**config.mk**
```make
export PLATFORM = sky130hd
export DESIGN_NAME = tile_port_mux
export DESIGN_NICKNAME = d
export VERILOG_FILES = /design/src/rtl/tile_port_mux.sv
export SDC_FILE = /design/constraint.sdc
export NUM_CORES = 1
export LEC_CHECK = 0
export CAP_MARGIN = 20
export CORE_MARGIN = 4
export CORE_UTILIZATION = 35
export DETAILED_ROUTE_END_ITERATION = 7
export PLACE_DENSITY_LB_ADDON = 0.12
export SLEW_MARGIN = 20
export SYNTH_ARGS = -nofsm -noshare
export SYNTH_HDL_FRONTEND = slang
export SYNTH_SLANG_ARGS = --single-unit
```
**constraint.sdc**
```tcl
create_clock -name clk -period 2.4 [get_ports clk]
set_input_delay 0.36 -clock clk [delete_from_list [all_inputs] [get_ports clk]]
set_output_delay 0.36 -clock clk [all_outputs]
set_load 0.01 [all_outputs]
```
**src/rtl/tile_port_mux.sv**
```systemverilog
// Registered port steering between one tile core and NUM_PORTS neighbour links.
// NIL/ANY/LAST codes resolve to a physical port that stays locked for the whole transaction.
module tile_port_mux #(
   parameter int NUM_PORTS = 4,
   parameter int WIDTH     = 11,
   parameter int STALL_W   = 8,
   parameter int SEL_W     = $clog2(NUM_PORTS + 3)
) (
   input  logic                       clk,
   input  logic                       rst,
   input  logic [SEL_W-1:0]           loc,
   input  logic                       send,
   input  logic [WIDTH-1:0]           send_data,
   output logic                       send_done,
   input  logic                       recv,
   output logic [WIDTH-1:0]           recv_data,
   output logic                       recv_valid,
   output logic [NUM_PORTS*WIDTH-1:0] port_send_data,
   output logic [NUM_PORTS-1:0]       port_send_ready,
   input  logic [NUM_PORTS-1:0]       port_send_done,
   input  logic [NUM_PORTS-1:0]       port_listen,
   output logic [NUM_PORTS-1:0]       port_recv_ready,
   input  logic [NUM_PORTS-1:0]       port_recv_valid,
   input  logic [NUM_PORTS*WIDTH-1:0] port_recv_data,
   output logic [SEL_W-1:0]           last_port,
   output logic [STALL_W-1:0]         stall_cycles,
   output logic                       proto_err
);

   localparam int PW = (NUM_PORTS > 1) ? $clog2(NUM_PORTS) : 1;
   localparam logic [SEL_W-1:0] NIL_CODE  = SEL_W'(NUM_PORTS);
   localparam logic [SEL_W-1:0] ANY_CODE  = SEL_W'(NUM_PORTS + 1);
   localparam logic [SEL_W-1:0] LAST_CODE = SEL_W'(NUM_PORTS + 2);

   typedef enum logic [2:0] {
      IDLE,
      SEND_ANY,
      SEND,
      RECV_ANY,
      RECV,
      DONE
   } state_t;

   state_t               state_q, state_d;
   logic [PW-1:0]        port_q, port_d;
   logic [PW-1:0]        rr_ptr_q, rr_ptr_d;
   logic [WIDTH-1:0]     data_q, data_d;
   logic [WIDTH-1:0]     recv_data_q, recv_data_d;
   logic [SEL_W-1:0]     last_port_q, last_port_d;
   logic [STALL_W-1:0]   stall_q, stall_d;
   logic                 proto_err_q, proto_err_d;
   logic                 send_done_q, send_done_d;
   logic                 recv_valid_q, recv_valid_d;
   logic [NUM_PORTS-1:0] port_send_ready_q, port_send_ready_d;
   logic [NUM_PORTS-1:0] port_recv_ready_q, port_recv_ready_d;

   logic                 loc_ok;
   logic [SEL_W-1:0]     eff_loc;
   logic                 is_nil;
   logic                 is_any;
   logic [PW:0]          pick_send;
   logic [PW:0]          pick_recv;
   logic [STALL_W-1:0]   stall_inc;

   // Round-robin search: MSB flags a hit, low bits hold the first requester at or after ptr.
   function automatic logic [PW:0] rr_pick(input logic [NUM_PORTS-1:0] req,
                                           input logic [PW-1:0]        ptr);
      logic [PW:0] res;
      int          idx;
      res = '0;
      for (int i = NUM_PORTS - 1; i >= 0; i--) begin
         idx = (int'(ptr) + i) % NUM_PORTS;
         if (req[idx]) res = {1'b1, PW'(idx)};
      end
      return res;
   endfunction

   function automatic logic [PW-1:0] next_ptr(input logic [PW-1:0] grant);
      return PW'((int'(grant) + 1) % NUM_PORTS);
   endfunction

   always_comb begin
      state_d      = state_q;
      port_d       = port_q;
      rr_ptr_d     = rr_ptr_q;
      data_d       = data_q;
      recv_data_d  = recv_data_q;
      last_port_d  = last_port_q;
      stall_d      = stall_q;
      proto_err_d  = proto_err_q;
      send_done_d  = 1'b0;
      recv_valid_d = 1'b0;

      // Illegal codes fold into NIL; LAST defers to the register, which may itself be NIL.
      loc_ok  = (loc <= LAST_CODE);
      eff_loc = loc_ok ? loc : NIL_CODE;
      if (eff_loc == LAST_CODE) eff_loc = last_port_q;
      is_nil  = (eff_loc == NIL_CODE);
      is_any  = (eff_loc == ANY_CODE);

      pick_send = rr_pick(port_listen, rr_ptr_q);
      pick_recv = rr_pick(port_recv_valid, rr_ptr_q);
      stall_inc = (stall_q == '1) ? stall_q : stall_q + STALL_W'(1);

      case (state_q)
         IDLE: begin
            if (send || recv) begin
               stall_d = '0;
               if (!loc_ok || (send && recv)) proto_err_d = 1'b1;
               if (recv) begin
                  if (is_nil) begin
                     state_d      = DONE;
                     recv_valid_d = 1'b1;
                     recv_data_d  = '0;
                  end else if (is_any) begin
                     state_d = RECV_ANY;
                  end else begin
                     port_d  = PW'(eff_loc);
                     state_d = RECV;
                  end
               end else begin
                  data_d = send_data;
                  if (is_nil) begin
                     state_d     = DONE;
                     send_done_d = 1'b1;
                  end else if (is_any) begin
                     state_d = SEND_ANY;
                  end else begin
                     port_d  = PW'(eff_loc);
                     state_d = SEND;
                  end
               end
            end
         end
         SEND_ANY: begin
            if (pick_send[PW]) begin
               port_d   = pick_send[PW-1:0];
               rr_ptr_d = next_ptr(pick_send[PW-1:0]);
               state_d  = SEND;
            end else begin
               stall_d = stall_inc;
            end
         end
         SEND: begin
            if (port_send_done[port_q]) begin
               state_d     = DONE;
               send_done_d = 1'b1;
               last_port_d = SEL_W'(port_q);
            end else begin
               stall_d = stall_inc;
            end
         end
         RECV_ANY: begin
            if (pick_recv[PW]) begin
               port_d   = pick_recv[PW-1:0];
               rr_ptr_d = next_ptr(pick_recv[PW-1:0]);
               state_d  = RECV;
            end else begin
               stall_d = stall_inc;
            end
         end
         RECV: begin
            if (port_recv_valid[port_q]) begin
               state_d      = DONE;
               recv_valid_d = 1'b1;
               recv_data_d  = port_recv_data[int'(port_q)*WIDTH +: WIDTH];
               last_port_d  = SEL_W'(port_q);
            end else begin
               stall_d = stall_inc;
            end
         end
         DONE:    state_d = IDLE;
         default: state_d = IDLE;
      endcase

      // Ready strobes follow the next state so they are registered and strictly one-hot.
      port_send_ready_d = (state_d == SEND) ? (NUM_PORTS'(1) << port_d) : '0;
      port_recv_ready_d = (state_d == RECV) ? (NUM_PORTS'(1) << port_d) : '0;
   end

   always_ff @(posedge clk) begin
      if (rst) begin
         state_q           <= IDLE;
         port_q            <= '0;
         rr_ptr_q          <= '0;
         data_q            <= '0;
         recv_data_q       <= '0;
         last_port_q       <= NIL_CODE;
         stall_q           <= '0;
         proto_err_q       <= 1'b0;
         send_done_q       <= 1'b0;
         recv_valid_q      <= 1'b0;
         port_send_ready_q <= '0;
         port_recv_ready_q <= '0;
      end else begin
         state_q           <= state_d;
         port_q            <= port_d;
         rr_ptr_q          <= rr_ptr_d;
         data_q            <= data_d;
         recv_data_q       <= recv_data_d;
         last_port_q       <= last_port_d;
         stall_q           <= stall_d;
         proto_err_q       <= proto_err_d;
         send_done_q       <= send_done_d;
         recv_valid_q      <= recv_valid_d;
         port_send_ready_q <= port_send_ready_d;
         port_recv_ready_q <= port_recv_ready_d;
      end
   end

   for (genvar p = 0; p < NUM_PORTS; p++) begin : g_tx
      assign port_send_data[p*WIDTH +: WIDTH] = port_send_ready_q[p] ? data_q : '0;
   end

   assign send_done       = send_done_q;
   assign recv_data       = recv_data_q;
   assign recv_valid      = recv_valid_q;
   assign port_send_ready = port_send_ready_q;
   assign port_recv_ready = port_recv_ready_q;
   assign last_port       = last_port_q;
   assign stall_cycles    = stall_q;
   assign proto_err       = proto_err_q;

endmodule

```
## Word level (Yosys, flattened, before mapping)

Index checks and enable logic that the tools add are counted.

- Reductions and logical operators: 20
- Eq/ne operators: 21
- Bitwise gates (word level): 6
- Div/mod/pow operators: 0
- Magnitude comparators: 6
- Multipliers: 1
- Multiplexer cells: 84
- $add $sub $neg: 6
- Shifts and indexed selects: 2

Operators with widths:

| operator | count |
|---|---|
| $mux 11 | 8 |
| $mux 3 | 21 |
| $mux 8 | 6 |
| $shiftx 44x7->11 | 1 |
| $pmux 8 s5 | 1 |
| $mux 1 | 23 |
| $ne 2x2->1 const B | 11 |
| $pmux 11 s2 | 1 |
| $bmux 1 s2 | 10 |
| $mux 2 | 8 |
| $eq 3x3->1 const B | 5 |
| $pmux 3 s5 | 1 |
| $lt 3x4->1 const B | 3 |
| $reduce_and 3->1 | 4 |
| $reduce_or 2->1 | 5 |
| $eq 3x2->1 const B | 3 |
| $add 8x1->8 const B | 1 |
| $eq 8x8->1 const B | 1 |
| $add 2x1->2 const B | 3 |
| $lt 2x3->1 const B | 2 |
| $mul 2x4->6 const B | 1 |
| $pmux 2 s3 | 1 |
| $pmux 3 s2 | 1 |
| $reduce_and 6->1 | 1 |
| 15 further kinds | 24 |

- ROM bits: 0
- Input port bits: 74
- Flip-flop bits (word level): 51
- Latch bits: 0
- Memories kept: 0
- RAM bits: 0

## Logic depth before layout (Yosys ltp)

Gate-level depths: netlist of run 1.

- Word-level depth: 15
- Mapped depth: 7
- Mapped depth without buffers: 7

## Least setup slack after synthesis of run 1

OpenSTA, ideal clock, no wires.

- Path kind: flip-flop to flip-flop
- Start point: register port_q[0]
- End point: register stall_q[5], in the netlist stall_cycles[5]
- Slack: 0.462 ns
- Buffers on the path: 1
- Arrival: 1.868 ns
- Library setup time: 0.070 ns
- Cell stages (with the launch flop): 8
- Cell sequence: dfxtp_1 -> buf_6 -> mux4_2 -> nand2_2 -> a2bb2oi_4 -> nand2_4 -> or3_1 -> a21oi_1

- Cells in the longest elaborated chain, start to end: 4
- Elaborated cells between the ends (all ways): 7

Ends and longest elaborated chain:

| what | line | source |
|---|---|---|
| from (decl) | 45 | `logic [PW-1:0] port_q, port_d;` |
| from (signal assigned) | 197 | `port_q <= port_d;` |
| $bmux 1 s2, on equally long branches | 163, 145 |  |
| $mux 1, on equally long branches | 163, 145 |  |
| $ne 2x2->1 (no source line) | n/a |  |
| $reduce_and 6->1 (no source line) (*) | n/a |  |
| to (signal assigned) | 202 | `stall_q <= stall_d;` |
| to (decl) | 50 | `logic [STALL_W-1:0] stall_q, stall_d;` |

Every way passes the cells marked *; elsewhere a longest branch is shown, timed or not. The select of a mux whose other input is x is not followed.
A chain may end at the register's enable or synchronous reset.

## Worst setup path in the final report of run 1

- Start point: input port port_recv_valid[0]
- End point: register port_send_ready_q[2], in the netlist port_send_ready[2]

- Cells in the longest elaborated chain, start to end: 12
- Elaborated cells between the ends (all ways): 26

Ends and longest elaborated chain:

| what | line | source |
|---|---|---|
| from (decl) | 23 | `input logic [NUM_PORTS-1:0] port_recv_valid,` |
| $bmux 1 s2 | 73 | `if (req[idx]) res = {1'b1, PW'(idx)};` |
| $mux 1 (not written as such) (2 in series) | 73 |  |
| $mux 3 (4 in series) | 73 |  |
| $mux 3 | 154 | `if (pick_recv[PW]) begin` |
| $pmux 3 s5 | 105 | `case (state_q)` |
| $eq 3x2->1 | 177 | `port_send_ready_d = (state_d == SEND) ? (NUM_PORTS'(1) << port_d) : '0;` |
| $not 1->1 (no source line) | n/a |  |
| $reduce_or 2->1 (no source line) | n/a |  |
| to (signal assigned) | 206 | `port_send_ready_q <= port_send_ready_d;` |
| to (decl) | 54 | `logic [NUM_PORTS-1:0] port_send_ready_q, port_send_ready_d;` |

Parallel ways exist; a longest one is shown, timed or not. The select of a mux whose other input is x is not followed.

==> out/metrics.cfg, run 1 <==
[sta]
fmax_mhz = 455
worst_slew_margin_rel_pct = 65.7
rsz0062_at_grt = no
setup_ws_ns = 0.202
hold_violations = 0
finalCriticalPeriod_ns = 2.20
drv_slew = 0
skew_ns = 0.00866
setup_viol = 0
post-route-period-util_pct = 91.6
tightest_slew_ns = 0.514
whs_ns = 0.459
tns_ns = 0

[drt]
routed_via_density = 5.13
drcViolationCount = 0
drt_iter0_drc = 147
dr.pass1.iters = 4
ant_nets = 0
wl_per_cell_um = 15.4
wirelength_um = 9700
vias = 3235

[clock_network]
cts-resized-gates = 0
path_clk_slew_ns = 0.09
cts.sinks = 51
cts_setup_buffers = 0
cts.htree.levels = 2
clk_latency_ns = 0.30
root_buffer = clkbuf_8
cts_tree = built
cts_buffers = 5
cts_buffer_depth = 2
holdBufCountCts = 0

[critical_path]
startpoint_type = primary input
worst_ep_required_time_ns = 2.61
r2r_start = last_port[2]
crit_type = primary input to flip-flop
worstSetupStartpoint = port_recv_valid[0]
rrSetupSlack_ns = 0.30
cp_max_fo = 6
arrival_ns = 2.41
end_kind = flip-flop

[power]
powerDensity_nw_per_um2 = 684
ir_drop_mv = 0.394
leakage_nw = 1.73
p_total_mw = 3.32

[synth]
synth-edff-count = 0
yosys_warnings = 0
async_flop_share_pct = 0
synth-seq-cells = 51
synth-simple-area-share_pct = 31.0
ys_types = 54
syn_area_per_cell_um2 = 8.33
synth_top_family_by_area = simple AND/OR/NAND/NOR gates
dominantRegCellSynth = dfxtp_1
ys_seq_area_share_pct = 33.6
yosys-mux-area-fraction_pct = 11.6
syn_area_um2 = 3040
synthXorXnorAreaFrac_pct = 1.44
synthCells = 365
synth_fa_ha_area_share_pct = 0.412
synth_compound_area_share_pct = 17.7
synth_nets = 440

[die]
ioPinCount = 151
die_y_um = 101
die-area_um2 = 10200
placementRows = 33
initial_core_util_pct = 36.5
die_w_um = 101
core_um2 = 8340

[layout]
drive_above_1_share_pct = 10.5
n_antenna_cell = 0
fill_cells = 771
syn_to_final_growth_pct = 59.6
fin_area_um2 = 4850
final_cells = 630
final_core_util_pct = 58.2
layout.nets = 599

[grt]
antenna_found_initial = 0
grt_max_degree = 22
overflow = 0
grt_pass1_wl_um = 15200
grt_usage_pct = 18.3
grt_pass1_vias = 2968

[min_path]
hold_class = flip-flop to flip-flop
min_from = recv_data[0]

[placed_design]
pre_cts_ws_ns = -0.0638
dpl.cell_count = 622
finalWeightedCongestion = 0.887
post_dp_cell_area_um2 = 4770
hpwl_um = 7610
portBuffers = 150

[status]
status = finished clean

[flow_run]
drv_cap = 0

## layer usage
layer	vias up	part of all wire [%]	global-route usage (%)	routed length (um)
met5	-	0	0	0
met4	0	1.4	3.99	136
met3	10	8.2	3.58	794
met2	129	48	30.3	4630
met1	1481	43	24.8	4140
li1	1615	-	-	-
## registers in the layout (all words and copies together) (netlist names)
name	count
stall_cycles	8
data_q	11
port_recv_ready	4
state_q	3
port_q	2
recv_data	11
port_send_ready	4
proto_err	1
recv_valid	1
rr_ptr_q	2
send_done	1
last_port	3
## worst max-delay path, stage by stage
cell and delay (ns):
clkdlybuf4s50_1 0.50, or4_1 0.61, nand3_1 0.13, nand3_1 0.12
a2111oi_4 0.37, nand3_2 0.15, nor3_1 0.16
## path summary, 6_finish.rpt
check                       endpoint  cells after the start
setup / recovery  port_send_ready[2]                      7
hold / removal          recv_data[0]                      2
setup reg to reg  port_recv_ready[0]                      7
hold reg to reg         recv_data[0]                      2
## layout by cell type (no fill, tap or decap), types with 2 or more instances in the layout
| master | n |
|---|---|
| a211oi_1 | 3 |
| a21o_1 | 4 |
| a21oi_1 | 35 |
| a22o_1 | 2 |
| a22oi_1 | 2 |
| a31oi_1 | 8 |
| and2_1 | 49 |
| and3_1 | 2 |
| buf_4 | 26 |
| clkbuf_8 | 5 |
| clkdlybuf4s50_1 | 150 |
| dfxtp_1 | 51 |
| inv_1 | 8 |
| mux2i_1 | 7 |
| mux4_2 | 12 |
| nand2_1 | 43 |
| nand2b_1 | 6 |
| nand3_1 | 5 |
| nand3b_1 | 2 |
| nand4_1 | 14 |
| nor2_1 | 28 |
| nor2b_1 | 6 |
| nor3_1 | 8 |
| nor4_1 | 2 |
| o21ai_0 | 8 |
| o22ai_1 | 3 |
| or3_1 | 3 |
| xor2_1 | 5 |
## cell families (layout without fill, tap and decap cells)
logic type,after synthesis,in the layout
flip-flops,51,51
AO/OA/AOI/OAI,79,79
XOR/XNOR,5,5
AND/OR/NAND/NOR,177,177
multiplexers,20,20
buffers and inverters,32,192
adder cells (fa/ha/maj),1,1
## final cells by class
type	count	area (um^2)	share of cell area (%)
Inverter	8	30.0	0.619
Clock inverter	2	12.5	0.258
Tap cell	105	131	2.71
Multi-Input combinational cell	282	1890	38.9
Clock buffer	6	72.6	1.50
Timing Repair Buffer	176	1700	35.0
Sequential cell	51	1020	21.0
## cell usage after synthesis (all sizes together), types with 2 or more instances
library cell	instances	area, um^2
nand3	6	35.0
nand4	14	87.6
clkbuf	17	63.8
a21oi	35	175
nand2	45	179
a22o	2	17.5
nor2b	6	37.5
a2111oi	2	36.3
a211oi	3	22.5
dfxtp	51	1020
a22oi	2	15.0
inv	8	30.0
a31oi	8	50.1
nor4	3	25.0
and3	2	12.5
nand3b	2	15.0
or3	3	18.8
mux2i	7	70.1
a2bb2oi	2	41.3
nor2	28	105
buf	7	37.5
o21ai	8	40.0
o22ai	3	18.8
nor3	9	50.1
xor2	5	43.8
nand2b	6	37.5
a21o	4	30.0
and2	49	307
mux4	12	270
## power by group
group	internal, mW	switching (mW)	total [mW]
clock network	0.205	0.282	0.487
registers	0.966	0.174	1.14
logic	0.841	0.848	1.69
total	2.01	1.31	3.32
(Power assumes the default switching activity.)
==> run 2: changes to the inputs <==
--- a/config.mk
+++ b/config.mk
@@ -10,7 +10,6 @@
 export CORE_UTILIZATION = 35
 export DETAILED_ROUTE_END_ITERATION = 7
 export PLACE_DENSITY_LB_ADDON = 0.12
-export SLEW_MARGIN = 20
 export SYNTH_ARGS = -nofsm -noshare
 export SYNTH_HDL_FRONTEND = slang
 export SYNTH_SLANG_ARGS = --single-unit
==> results of run 2 <==
Final layout, timing and power as in run 1 (identical DEF).
==> run 3: changes to the inputs <==
--- a/config.mk
+++ b/config.mk
@@ -9,7 +9,7 @@
 export CORE_MARGIN = 4
 export CORE_UTILIZATION = 35
 export DETAILED_ROUTE_END_ITERATION = 7
-export PLACE_DENSITY_LB_ADDON = 0.12
+export PLACE_DENSITY = 0.71
 export SYNTH_ARGS = -nofsm -noshare
 export SYNTH_HDL_FRONTEND = slang
 export SYNTH_SLANG_ARGS = --single-unit
==> out/metrics.cfg, run 3 (synthesized netlist as in run 1, its figures left out) <==
[grt]
grt_pass1_wl_um = 15000  ; -0.95%
grt_max_degree = 19  ; -14%
grt_usage_pct = 18.1  ; -0.16 points
overflow = 0  ; unchanged
antenna_found_initial = 0  ; unchanged
grt_pass1_vias = 3191  ; +7.5%

[layout]
layout.nets = 596  ; -0.50%
layout_commonest_cell = clkdlybuf4s50_1
multi_input_area_um2 = 1890  ; unchanged
final_cells = 627  ; -0.48%
final_core_util_pct = 58.5  ; +0.35 points
fill_cells = 748  ; -3.0%
syn_to_final_growth_pct = 60.5
drive_above_1_share_pct = 10.2  ; -0.32 points
seqCellArea_um2 = 1020  ; unchanged
final_cell_mix = clkdlybuf4s50_1, dfxtp_1, and2_1
fin_area_um2 = 4880  ; +0.59%
n_antenna_cell = 0  ; unchanged

[critical_path]
crit_family = simple AND/OR/NAND/NOR gates
rrSetupSlack_ns = 0.26  ; -0.04 ns
end_kind = flip-flop
critPathMostFrequentCell = nand3_1
crit_chain = clkdlybuf4s50_1, or4_1, nand3_1, nand3_1, a2111oi_4, nand3_2, nor3_1
timing.rr.end = port_recv_ready[1]
cp_slowest_cell = or4_1
crit_buf_inv = 1  ; unchanged
reg2reg_depth = 6  ; -1
cp_max_fo = 4  ; -2
worst_ep_required_time_ns = 2.63  ; +0.02 ns
crit_type = primary input to flip-flop
arrival_ns = 2.40  ; about the same
r2r_start = last_port[2]
startpoint_type = primary input
max_stage_delay_ns = 0.60  ; about the same

[die]
ioPinCount = 151  ; unchanged
die_w_um = 101  ; unchanged
initial_core_util_pct = 36.5  ; unchanged
die_y_um = 101  ; unchanged
die-area_um2 = 10200  ; unchanged
placementRows = 33  ; unchanged
core_um2 = 8340  ; unchanged

[min_path]
hold_class = flip-flop to flip-flop
hold_end = recv_data[8]
min_from = recv_data[8]
hold_depth = 2  ; unchanged

[drt]
dr.pass1.iters = 4  ; unchanged
wl_per_cell_um = 15.1  ; -2.0%
drcViolationCount = 0  ; unchanged
vias = 3231  ; -0.12%
wirelength_um = 9460  ; -2.4%
drt_iter0_drc = 160  ; +8.8%
ant_nets = 0  ; unchanged
routed_via_density = 5.15  ; +0.35%

[sta]
post-route-period-util_pct = 90.5  ; -1.1 points
setup_viol = 0  ; unchanged
rsz0062_at_grt = no
drv_slew = 0  ; unchanged
tightest_slew_ns = 0.649  ; +0.135 ns
whs_ns = 0.460  ; +0.00157 ns
fmax_mhz = 460  ; +1.2%
worst_slew_margin_rel_pct = 56.5  ; -9.1 points
setup_ws_ns = 0.228  ; +0.0264 ns
finalCriticalPeriod_ns = 2.17  ; -0.0264 ns
hold_violations = 0  ; unchanged
skew_ns = 0.00759  ; -0.00106 ns
tns_ns = 0  ; unchanged

[placed_design]
post_dp_cell_area_um2 = 4740  ; -0.47%
dpl.cell_count = 619  ; -0.48%
portBuffers = 150  ; unchanged
pre_cts_ws_ns = -0.0651  ; -0.00129 ns
finalWeightedCongestion = 0.855  ; -3.6%
hpwl_um = 7630  ; +0.32%

[power]
p_total_mw = 3.49  ; +5.1%
ir_drop_mv = 0.404  ; +2.4%
powerDensity_nw_per_um2 = 714  ; +4.5%
leakage_nw = 1.74  ; +0.59%

[clock_network]
cts_tree = built
path_clk_slew_ns = 0.09  ; about the same
cts_buffer_depth = 2  ; unchanged
cts.htree.levels = 2  ; unchanged
cts-resized-gates = 0  ; unchanged
clk_latency_ns = 0.31  ; about the same
cts.sinks = 51  ; unchanged
root_buffer = clkbuf_8
cts_buffers = 5  ; unchanged
cts_setup_buffers = 0  ; unchanged
holdBufCountCts = 0  ; unchanged

[flow_run]
drv_cap = 0  ; unchanged

[status]
status = finished clean

run 3: changes by cell type in the layout (fill, tap and decap cells not counted), sizes merged:
cell / before / now
bufinv: 0 / 2
clkinv: 1 / 0
buf: 26 / 23
clkbuf: 6 / 5
run 3: how the worst max path moves through the flow:
| stage | from | to | slack (ns) | cells past startpoint |
|---|---|---|---|---|
| final | port_recv_valid[0] | port_send_ready[3] | 0.23 | 7 |
| after global routing | port_recv_valid[0] | port_send_ready[0] | 0.09 | 7 |
| after CTS | port_recv_valid[0] | port_send_ready[3] | 0.26 | 7 |
| after detailed placement | port_recv_valid[0] | port_send_ready[1] | -0.07 | 7 |
| after global placement | port_recv_valid[0] | port_send_ready[3] | 0.04 | 7 |
| after floorplan | port_q[0] | stall_cycles[5] | 0.46 | 7 |
run 3: area by class of cell:
class                           instances  share of cell area [%]
Multi-Input combinational cell        282                    38.7
Timing Repair Buffer                  173                    34.3
Sequential cell                        51                    20.9
Tap cell                              105                    2.69
Clock buffer                            5                    1.41
Clock inverter                          3                    1.38
Inverter                                8                   0.615
run 3: routing by layer:
metal	part of all wire, %	global-route usage, %	vias to the layer above
met3	8.5	4.13	16
li1	-	-	1613
met2	46	29.4	133
met4	2.0	5.32	0
met1	43	24.1	1469
met5	0	0	-
run 3: power breakdown:
group | switching [mW] | total (mW) | internal, mW | leakage, nW
Clock | 0.297 | 0.713 | 0.416 | 0.0644
Combinational | 0.838 | 1.65 | 0.808 | 1.26
Sequential | 0.162 | 1.13 | 0.966 | 0.414
run 3: worst register-to-register path: stages, from the launching register on:
cell and delay, ns:
dfxtp_1 0.41, or3b_2 0.46, a211oi_1 0.45, a22oi_1 0.16
o22ai_1 0.19, nand2_1 0.15, nor3_1 0.25
